File: src/rtl/axis_gen_pkg.sv
// Shared types and constants for the AXI4-Stream packet generator.
// LFSR constants are used only when AXIS_PACKET_GEN_LFSR_EN is defined.
package axis_gen_pkg;

    typedef enum logic [1:0] {
        IDLE = 2'd0,
        SEND = 2'd1,
        GAP  = 2'd2,
        DONE = 2'd3
    } state_t;

    localparam logic [63:0] LFSR_SEED = 64'hACE1_2468_1357_BDF9;
    // Right-shifting Galois form; taps 64,63,61,60 map to bits 63,62,60,59.
    localparam logic [63:0] LFSR_TAPS = 64'hD800_0000_0000_0000;

    function automatic logic [63:0] lfsr_next(input logic [63:0] s);
        return s[0] ? ((s >> 1) ^ LFSR_TAPS) : (s >> 1);
    endfunction

endpackage

File: src/rtl/axis_lfsr.sv
// 64-bit Galois LFSR with synchronous seed load and single-step advance.
// o_next is the state that the next advance will produce.
module axis_lfsr
    import axis_gen_pkg::*;
(
    input  logic        clk,
    input  logic        rst,
    input  logic        i_load,
    input  logic        i_advance,
    output logic [63:0] o_state,
    output logic [63:0] o_next
);

    logic [63:0] r_state;
    logic [63:0] w_next;

    assign w_next  = lfsr_next(r_state);
    assign o_state = r_state;
    assign o_next  = w_next;

    always_ff @(posedge clk) begin
        if (rst) begin
            r_state <= '0;
        end else if (i_load) begin
            r_state <= LFSR_SEED;
        end else if (i_advance) begin
            r_state <= w_next;
        end
    end

endmodule

File: src/rtl/axis_packet_gen.sv
// AXI4-Stream packet-run generator: configurable length, count and gap.
// Define AXIS_PACKET_GEN_LFSR_EN for an LFSR payload instead of a word counter.
module axis_packet_gen
    import axis_gen_pkg::*;
#(
    parameter int unsigned DATA_WIDTH  = 2,
    parameter int unsigned TDEST_WIDTH = 4,
    parameter int unsigned TID_WIDTH   = 2,
    parameter int unsigned TUSER_WIDTH = 2,
    parameter int unsigned LEN_WIDTH   = 8,
    parameter int unsigned CNT_WIDTH   = 16,
    parameter int unsigned GAP_WIDTH   = 4
) (
    input  logic                      clk,
    input  logic                      rst,
    input  logic                      start,
    input  logic [TDEST_WIDTH-1:0]    cfg_tdest,
    input  logic [TID_WIDTH-1:0]      cfg_tid,
    input  logic [TUSER_WIDTH-1:0]    cfg_tuser,
    input  logic [LEN_WIDTH-1:0]      cfg_len,
    input  logic [CNT_WIDTH-1:0]      cfg_num_pkts,
    input  logic [GAP_WIDTH-1:0]      cfg_gap,
    input  logic                      m_axis_tready,
    output logic [DATA_WIDTH*8-1:0]   m_axis_tdata,
    output logic [TDEST_WIDTH-1:0]    m_axis_tdest,
    output logic [TID_WIDTH-1:0]      m_axis_tid,
    output logic [TUSER_WIDTH-1:0]    m_axis_tuser,
    output logic                      m_axis_tvalid,
    output logic                      m_axis_tlast,
    output logic                      busy,
    output logic                      done,
    output logic [CNT_WIDTH-1:0]      pkt_count
);

    localparam int unsigned TDW = DATA_WIDTH * 8;

    state_t                   r_state;
    logic [LEN_WIDTH-1:0]     r_len;
    logic [LEN_WIDTH-1:0]     r_beat;
    logic [CNT_WIDTH-1:0]     r_num_pkts;
    logic [GAP_WIDTH-1:0]     r_gap;
    logic [GAP_WIDTH-1:0]     r_gap_cnt;
    logic [TDW-1:0]           r_tdata;
    logic [TDEST_WIDTH-1:0]   r_tdest;
    logic [TID_WIDTH-1:0]     r_tid;
    logic [TUSER_WIDTH-1:0]   r_tuser;
    logic                     r_tvalid;
    logic                     r_tlast;
    logic                     r_busy;
    logic                     r_done;
    logic [CNT_WIDTH-1:0]     r_pkt_count;

    logic                     w_accept;
    logic                     w_last_pkt;
    logic [TDW-1:0]           w_first_data;
    logic [TDW-1:0]           w_next_data;

    assign w_accept   = r_tvalid && m_axis_tready;
    assign w_last_pkt = (r_pkt_count + CNT_WIDTH'(1)) == r_num_pkts;

`ifdef AXIS_PACKET_GEN_LFSR_EN
    logic [63:0] w_lfsr_state;
    logic [63:0] w_lfsr_next;

    axis_lfsr u_lfsr (
        .clk       (clk),
        .rst       (rst),
        .i_load    ((r_state == IDLE) && start),
        .i_advance ((r_state == SEND) && w_accept),
        .o_state   (w_lfsr_state),
        .o_next    (w_lfsr_next)
    );

    // tdata is loaded with the value the LFSR will hold after this accept.
    assign w_first_data = LFSR_SEED[TDW-1:0];
    assign w_next_data  = w_lfsr_next[TDW-1:0];
`else
    assign w_first_data = '0;
    assign w_next_data  = r_tdata + TDW'(1);
`endif

    always_ff @(posedge clk) begin
        if (rst) begin
            r_state     <= IDLE;
            r_len       <= '0;
            r_beat      <= '0;
            r_num_pkts  <= '0;
            r_gap       <= '0;
            r_gap_cnt   <= '0;
            r_tdata     <= '0;
            r_tdest     <= '0;
            r_tid       <= '0;
            r_tuser     <= '0;
            r_tvalid    <= 1'b0;
            r_tlast     <= 1'b0;
            r_busy      <= 1'b0;
            r_done      <= 1'b0;
            r_pkt_count <= '0;
        end else begin
            r_done <= 1'b0;
            case (r_state)
                IDLE: begin
                    if (start) begin
                        r_len       <= cfg_len;
                        r_num_pkts  <= cfg_num_pkts;
                        r_gap       <= cfg_gap;
                        r_tdest     <= cfg_tdest;
                        r_tid       <= cfg_tid;
                        r_tuser     <= cfg_tuser;
                        r_pkt_count <= '0;
                        r_busy      <= 1'b1;
                        r_tdata     <= w_first_data;
                        r_beat      <= '0;
                        r_tlast     <= (cfg_len == '0);
                        if (cfg_num_pkts == '0) begin
                            r_state <= DONE;
                        end else begin
                            r_tvalid <= 1'b1;
                            r_state  <= SEND;
                        end
                    end
                end
                SEND: begin
                    if (w_accept) begin
                        r_tdata <= w_next_data;
                        if (r_tlast) begin
                            r_pkt_count <= r_pkt_count + CNT_WIDTH'(1);
                            r_beat      <= '0;
                            r_tlast     <= (r_len == '0);
                            if (w_last_pkt) begin
                                r_tvalid <= 1'b0;
                                r_state  <= DONE;
                            end else if (r_gap != '0) begin
                                r_tvalid  <= 1'b0;
                                r_gap_cnt <= r_gap - GAP_WIDTH'(1);
                                r_state   <= GAP;
                            end
                        end else begin
                            r_beat  <= r_beat + LEN_WIDTH'(1);
                            r_tlast <= ((r_beat + LEN_WIDTH'(1)) == r_len);
                        end
                    end
                end
                GAP: begin
                    if (r_gap_cnt == '0) begin
                        r_tvalid <= 1'b1;
                        r_state  <= SEND;
                    end else begin
                        r_gap_cnt <= r_gap_cnt - GAP_WIDTH'(1);
                    end
                end
                DONE: begin
                    r_done  <= 1'b1;
                    r_busy  <= 1'b0;
                    r_state <= IDLE;
                end
                default: r_state <= IDLE;
            endcase
        end
    end

    assign m_axis_tdata  = r_tdata;
    assign m_axis_tdest  = r_tdest;
    assign m_axis_tid    = r_tid;
    assign m_axis_tuser  = r_tuser;
    assign m_axis_tvalid = r_tvalid;
    assign m_axis_tlast  = r_tlast;
    assign busy          = r_busy;
    assign done          = r_done;
    assign pkt_count     = r_pkt_count;

endmodule

File: config.mk
export PLATFORM = sky130hd
export DESIGN_NAME = axis_packet_gen
export DESIGN_NICKNAME = d
export VERILOG_FILES = /design/src/rtl/axis_gen_pkg.sv /design/src/rtl/axis_lfsr.sv /design/src/rtl/axis_packet_gen.sv
export SDC_FILE = /design/constraint.sdc
export NUM_CORES = 1
export LEC_CHECK = 0
export BUFFER_PORTS_ARGS = -buffer_cell sky130_fd_sc_hd__buf_2
export CAP_MARGIN = 20
export CORE_MARGIN = 3
export CORE_UTILIZATION = 35
export DETAILED_ROUTE_END_ITERATION = 10
export GPL_TIMING_DRIVEN = 0
export HOLD_SLACK_MARGIN = 0.05
export MAX_ROUTING_LAYER = met4
export PLACE_DENSITY = 0.56
export SYNTH_ARGS = -nofsm -noshare
export SYNTH_HDL_FRONTEND = slang
export SYNTH_SLANG_ARGS = --single-unit
File: constraint.sdc
create_clock -name clk -period 4.7 [get_ports clk]
set_input_delay 0.94 -clock clk [delete_from_list [all_inputs] [get_ports clk]]
set_output_delay 0.94 -clock clk [all_outputs]
set_load 0.05 [all_outputs]
# Word-level counts from Yosys, hierarchy flattened
# Cells that the tools add are included.
[word_totals] regBits=86 out_inout_bits=44 in_bits=40
[classes] reduce_logical=18 muxes=39 n_addsub=5 n_eq_ne=14
[op_table] op="16-bit 2-to-1 mux" n=4
[op_table] op="16-bit one-hot mux with 2 select lines" n=2
[op_table] op="16-bit by 1-bit adder with 16-bit output, second input constant" n=2
[op_table] op="8-bit 2-to-1 mux" n=3
[op_table] op="4-bit 2-to-1 mux" n=5
[op_table] op="16-bit equality test" n=1
[op_table] op="16-bit logical NOT" n=1
[op_table] op="8-bit logical NOT" n=2
[op_table] op="2-bit != test, second input constant" n=8
[op_table] op="8-bit one-hot mux with 2 select lines" n=1
[op_table] op="2-bit 2-to-1 mux" n=7
[op_table] op="1-bit 2-to-1 mux" n=12
[op_table] op="8-bit by 1-bit adder with 8-bit output, second input constant" n=1
[op_table] op="8-bit equality test" n=1
[op_table] op="2-bit one-hot mux with 4 select lines" n=1
[op_table] op="4-bit one-hot mux with 2 select lines" n=1
[op_table] op="4-bit by 1-bit subtractor with 4-bit output, second input constant" n=2
[op_table] op="7-bit AND reduction" n=1
[op_table] op="6-bit AND reduction" n=1
[op_table] op="2-bit nonzero test" n=3
[op_table] op="5-bit AND reduction" n=1
[op_table] op="2-bit equality test, second input constant" n=2
[op_table] op="4-bit logical NOT" n=1
[op_table] op="1-bit one-hot mux with 2 select lines" n=2
[op_table] op="10 further kinds" n=11

# Longest topological paths before layout
[depth] depth_word=6 mapped_depth=10 ltp_nobuf=9

# Least setup slack after synthesis
# Ideal clock, no wire load.
[synth_path] kind="reg-to-reg" start="register r_pkt_count[0] (netlist: pkt_count[0])" end="register r_state[1]" required_ns=4.630 setup_ns=0.070 setup_slack_ns=1.690 stages_incl_launch_ff=10 period_less_slack_ns=3.010 arrival_ns=2.940 cell_sequence="dfxtp_1 ha_1 nand3_1 o22ai_1 o31ai_1 or4b_4 nor4_4 nor2_2 or3_1 a21oi_1"
[synth_between] elab_chain_len=6 word_cells_on_any_way=8 cone_classes="add/sub (1); eq/ne (2); mux (4); reduce/logical (1)"
[synth_lines] item="start: declaration" line_no="axis_packet_gen.sv:51" text="logic [CNT_WIDTH-1:0] r_pkt_count;"
[synth_lines] item="start signal: assignment" line_no="axis_packet_gen.sv:127" text="r_pkt_count <= r_pkt_count + CNT_WIDTH'(1);"
[synth_lines] item="16-bit by 1-bit adder with 16-bit output (*)" line_no="axis_packet_gen.sv:59" text="assign w_last_pkt = (r_pkt_count + CNT_WIDTH'(1)) == r_num_pkts;"
[synth_lines] item="16-bit equality test (*)" line_no="axis_packet_gen.sv:59"
[synth_lines] item="2-bit 2-to-1 mux" line_no="axis_packet_gen.sv:130" text="if (w_last_pkt) begin"
[synth_lines] item="2-bit 2-to-1 mux" line_no="axis_packet_gen.sv:126" text="if (r_tlast) begin"
[synth_lines] item="2-bit 2-to-1 mux" line_no="axis_packet_gen.sv:124" text="if (w_accept) begin"
[synth_lines] item="2-bit one-hot mux with 4 select lines" line_no="axis_packet_gen.sv:101" text="case (r_state)"
[synth_lines] item="end signal: assignment" line_no="axis_packet_gen.sv:116" text="r_state <= DONE;"
[synth_lines] item="end signal: assignment" line_no="axis_packet_gen.sv:132" text="r_state <= DONE;"
[synth_lines] item="end signal: assignment" line_no="axis_packet_gen.sv:136" text="r_state <= GAP;"
[synth_lines] item="end: declaration" line_no="axis_packet_gen.sv:37" text="state_t r_state;"
# Mark *: on every way between the ends. The rest lies on a longest branch, timed or not. The select of a mux whose other input is x is not followed.
# A chain may end at the register's enable or synchronous reset.

# Worst setup path in the final report
[layout_path] start="register r_pkt_count[0] (netlist: pkt_count[0])" end="register r_tvalid (netlist: m_axis_tvalid)"
[layout_between] elab_chain_len=6 word_cells_on_any_way=8 cone_classes="add/sub (1); eq/ne (2); mux (4); reduce/logical (1)"
[layout_lines] item="16-bit by 1-bit adder with 16-bit output (*)" line_no="axis_packet_gen.sv:59"
[layout_lines] item="16-bit equality test (*)" line_no="axis_packet_gen.sv:59"
[layout_lines] item="1-bit 2-to-1 mux" line_no="axis_packet_gen.sv:130"
[layout_lines] item="1-bit 2-to-1 mux" line_no="axis_packet_gen.sv:126"
[layout_lines] item="1-bit 2-to-1 mux" line_no="axis_packet_gen.sv:124"
[layout_lines] item="1-bit one-hot mux with 3 select lines" line_no="axis_packet_gen.sv:101"
[layout_lines] item="end signal: assignment" line_no="axis_packet_gen.sv:131" text="r_tvalid <= 1'b0;"
[layout_lines] item="end signal: assignment" line_no="axis_packet_gen.sv:134" text="r_tvalid <= 1'b0;"
[layout_lines] item="end signal: assignment" line_no="axis_packet_gen.sv:146" text="r_tvalid <= 1'b1;"
[layout_lines] item="end: declaration" line_no="axis_packet_gen.sv:47" text="logic r_tvalid;"
# Marked as above.

==> flow_results.org <==
** Outcome
- The run finished with clean final reports.

** Worst hold path
- Startpoint of the most critical hold path :: m_axis_tdest[1]
- Along the worst hold path, the cell count comes to 2.
- Hold WC Path Type :: flip-flop to flip-flop
- For hold timing, the worst endpoint is m_axis_tdest[1].

** Die
- Die W :: 117.8 um
- The floorplan has 40 rows.
- Placeable Area :: between 10000 and 15000 um^2
- Measured along the y axis, the die boundary spans 117.8 um.
- Area enclosed by the die boundary :: around 14000 um^2
- Top-Level Pins :: 84
- Initial core utilization :: 0.3611

** Clock network
- Clock-pin slew was measured on the worst setup and hold paths at approximately 0.07 ns.
- CTS placed an instance of clkbuf_16 at the clock tree root.
- Source-to-sink clock delay at the later pin of the worst-skew pair :: approximately 0.35 ns
- The clock tree synthesis step divided the H-tree into 3 levels.
- Once the clock tree was built, the resizer swapped 0 gates to a different size.
- The tree built by TritonCTS fans out to between 80 and 90 sinks.
- Number of buffers added by the clock tree synthesis step :: 9
- The clock passes through at most 2 buffers.
- For this design, the CTS-stage hold fixing added 0 buffers.
- CTS tree :: built
- Post-CTS setup repair buffer count :: 0

** Drt
- The first detailed-routing pass ran for 4 iterations.
- Vias per cell :: between 5 and 6
- Total number of vias :: 4289
- Detailed Route WL :: 12890 um
- DR iter-0 viols :: 342
- DRC violation count after routing :: 0
- After detailed routing, the average wire length per cell comes to 15.51 um.
- Remaining antenna violation count after routing :: 0

** Setup path
- The endpoint identified for the worst register-to-register timing path is m_axis_tvalid.
- CP endpoint kind :: flip-flop
- Of all nets on the critical path, the largest fanout is 9.
- The worst setup path is launched from a flip-flop.
- Worst setup path category :: flip-flop to flip-flop
- Across all register-to-register paths, the minimum setup slack is around 1.3 ns.
- STA puts the critical path data required time at between 4 and 5 ns.
- In this run the critical register-to-register path is launched from pkt_count[0].
- For the worst setup path, the data arrival time is about 3.6 ns.
- The worst register-to-register path has a depth of 9.

** Pwr
- Reg power frac :: 0.389
- Summed over all cells, the static leakage comes to between 2 and 2.5 nW.
- Of the total power, the clock network draws 0.436.
- VDD IR max :: approximately 200 uV
- Of the total power, the share spent switching nets is 0.2842.
- The share of total power dissipated in combinational logic is 0.175.
- Dividing total power by cell area gives a power density of a little under 400 nW/um^2.
- Power dissipated by switching net loads :: 0.5908 mW
- The internal power of the cells totals ~1.5 mW.

** Final layout
- The library cell used most frequently in the layout, excluding fill and tap cells, is nand2_1.
- Leading cell types in the layout, fill and taps excluded :: 106 x nand2_1, 88 x buf_2, 86 x dfxtp_1, 65 x nor2_1, 65 x a21oi_1
- Net count, final :: 702
- Compared with the post-synthesis result, the final layout area differs by 23.03%.
- Final cell count without fillers :: ~830
- Post-route cell area :: around 5400 um^2
- Antenna Cells :: 0
- Of the cells placed in the final design, the portion with a size suffix greater than 1 is 0.1765.
- Multi-input combinational cell area :: around 2500 um^2
- The layout has around 1300 filler cells.
- In the final layout, flip-flops and latches occupy roughly 1700 um^2.

** Timing
- Slew at the pin with the worst max-slew slack :: ~1.1 ns
- Measured against its own limit, the worst slew margin works out to 0.2299.
- The total count of max-transition violations in the final report came to 0.
- Top achievable clock speed :: around 300 MHz
- Tmin final :: about 3.4 ns
- Fraction of the cycle the final worst path needs :: 0.7192
- The total count of hold-check failures in the final report came to 0.
- Setup-violating endpoint count in the final report :: 0
- Clock tree skew after final layout :: ~0.0083 ns
- In the final timing run, aggregate negative setup slack is 0 ns.
- Setup repair after global routing left no endpoint under its margin.

** Placement
- Count of buffers inserted at the top-level ports :: between 80 and 90
- Routability-driven placement finished with a final weighted congestion of between 0.9 and 1.
- Standard cell area after detailed placement :: between 4000 and 5000 um^2
- Final HPWL from detailed placement :: between 9000 and 10000 um
- Counting tap cells, the placed design contains a total of around 820 instances.

** Global route
- Global routing finished with a remaining overflow of 0.
- Across every metal layer, demand over resource in global routing totals 0.1957.
- Number of antenna violations at the first check in global routing :: 0
- Number of global-route vias before repair :: roughly 4300
- First-pass GRT wire length :: approximately 21000 um
- Maximum number of pins on one net before global-route repair :: 15

** Yosys
- In the synthesized netlist the async set-or-reset flop fraction comes to 0.
- Summing every instance area after synthesis gives between 4000 and 5000 um^2.
- Warnings from Yosys :: 0
- After synthesis, the netlist uses 57 different library cells.
- A synthesized cell averages ~7.8 um^2.
- Synthesis inferred 86 register bits.
- Seq/Total Area, Yosys :: 0.3937
- Count of flip-flops with a built-in enable after synthesis :: 0
- dfxtp_1 takes more of the synthesized area than any other cell.
- Sorting the synthesized cells by area gives the leading types as dfxtp_1 39%, nand2_1 9.1%, a21oi_1 7.4%.
- Most used flip-flop cell after synthesis :: dfxtp_1
- Number of nets produced by synthesis :: 608
- Counting every instance in the synthesized netlist gives 564.
- Share of the synthesized area in the top cell type :: 0.3937

** Flow run
- Max Cap Violations :: 0
==> cell usage after synthesis, drive strengths merged, types with 2 or more instances <==
library cell  count
nand3            17
nor2             66
o22ai             2
and2              2
a22oi             8
o41ai             3
inv               5
a41oi             2
o31ai             2
mux2i             3
or4               3
or2               3
o21ai            25
xor2             23
xnor2            17
dfxtp            86
a211oi            5
nor4             16
nor3              6
a311oi            3
nand4             7
clkbuf           20
a31oi             3
nand3b            3
nor2b             5
nand2           106
or3               7
buf              11
nand2b            6
a21oi            65
and3             10
ha                4
nor3b             3
==> per-stage QoR <==
stage / hold slack, ns / power (mW) / setup slack [ns] / utilization
after global placement: 0.4416 / 1.178 / 1.499 / 0.4127
after floorplan: 0.4363 / 1.066 / 1.690 / -
after global routing: 0.4855 / 2.176 / 1.016 / 0.4442
after CTS: 0.4596 / 2.094 / 1.376 / 0.4442
final: 0.4618 / 2.079 / 1.320 / 0.4442
after detailed placement: 0.4509 / 1.186 / 1.376 / 0.4127
==> registers in the layout, summed over array words and instances (netlist names), 2 cells and up <==
register / flops
m_axis_tdata: 16
m_axis_tdest: 4
m_axis_tid: 2
m_axis_tuser: 2
pkt_count: 16
r_beat: 8
r_gap: 4
r_gap_cnt: 4
r_len: 8
r_num_pkts: 16
r_state: 2
==> layout make-up <==
type / count / share of cell area
Multi-Input combinational cell: 442 / 0.4644
Sequential cell: 86 / 0.3200
Timing Repair Buffer: 83 / 0.07721
Clock buffer: 11 / 0.04698
Tap cell: 168 / 0.03907
Buffer: 31 / 0.02488
Clock inverter: 5 / 0.02395
Inverter: 5 / 0.003488
==> per-layer routing <==
| layer | GRT usage | wire length [um] | up-vias | part of all wire |
|---|---|---|---|---|
| met5 | - | 0 | - | 0 |
| met4 | 0.09084 | 312 | 0 | 0.024 |
| met3 | 0.03220 | 643 | 20 | 0.050 |
| met2 | 0.3108 | 6058 | 108 | 0.47 |
| met1 | 0.2445 | 5874 | 2002 | 0.46 |
| li1 | - | - | 2159 | - |
==> power groups by stage <==
stage	Sequential, mW	Combinational (mW)	Clock [mW]
finish	0.808	0.364	0.907
global route	0.814	0.405	0.957
CTS	0.808	0.364	0.922
detailed placement	0.824	0.362	0
global placement	0.823	0.355	0
floorplan	0.854	0.213	0
==> worst max-delay path: stages, from the launching register on <==
cell and delay, ns:
dfxtp_1 0.52, ha_1 0.32, nand3_1 0.33, nor4_1 0.78
xnor2_1 0.19, nand4_1 0.16, nor4_4 0.35, nor2_2 0.10
o41ai_1 0.38, a21oi_1 0.11
==> kinds of logic after synthesis <==
family / after synthesis / share of synthesized area
compound gates: 129 / 0.1743
xor+xnor: 42 / 0.09070
simple gates: 263 / 0.2856
buf+inv: 36 / 0.03491
mux: 4 / 0.009442
flops: 86 / 0.3937
fa+ha+maj: 4 / 0.01145
==> worst max path at each step <==
stage / end / slack (ns) / startpoint
final: m_axis_tvalid / 1.32 / pkt_count[0]
after global routing: r_gap_cnt[0] / 1.02 / pkt_count[0]
after CTS: m_axis_tvalid / 1.38 / pkt_count[0]
after detailed placement: m_axis_tvalid / 1.38 / pkt_count[0]
after global placement: r_gap_cnt[0] / 1.50 / pkt_count[0]
after floorplan: r_state[1] / 1.69 / pkt_count[0]
Power figures use the tool's default switching activity.
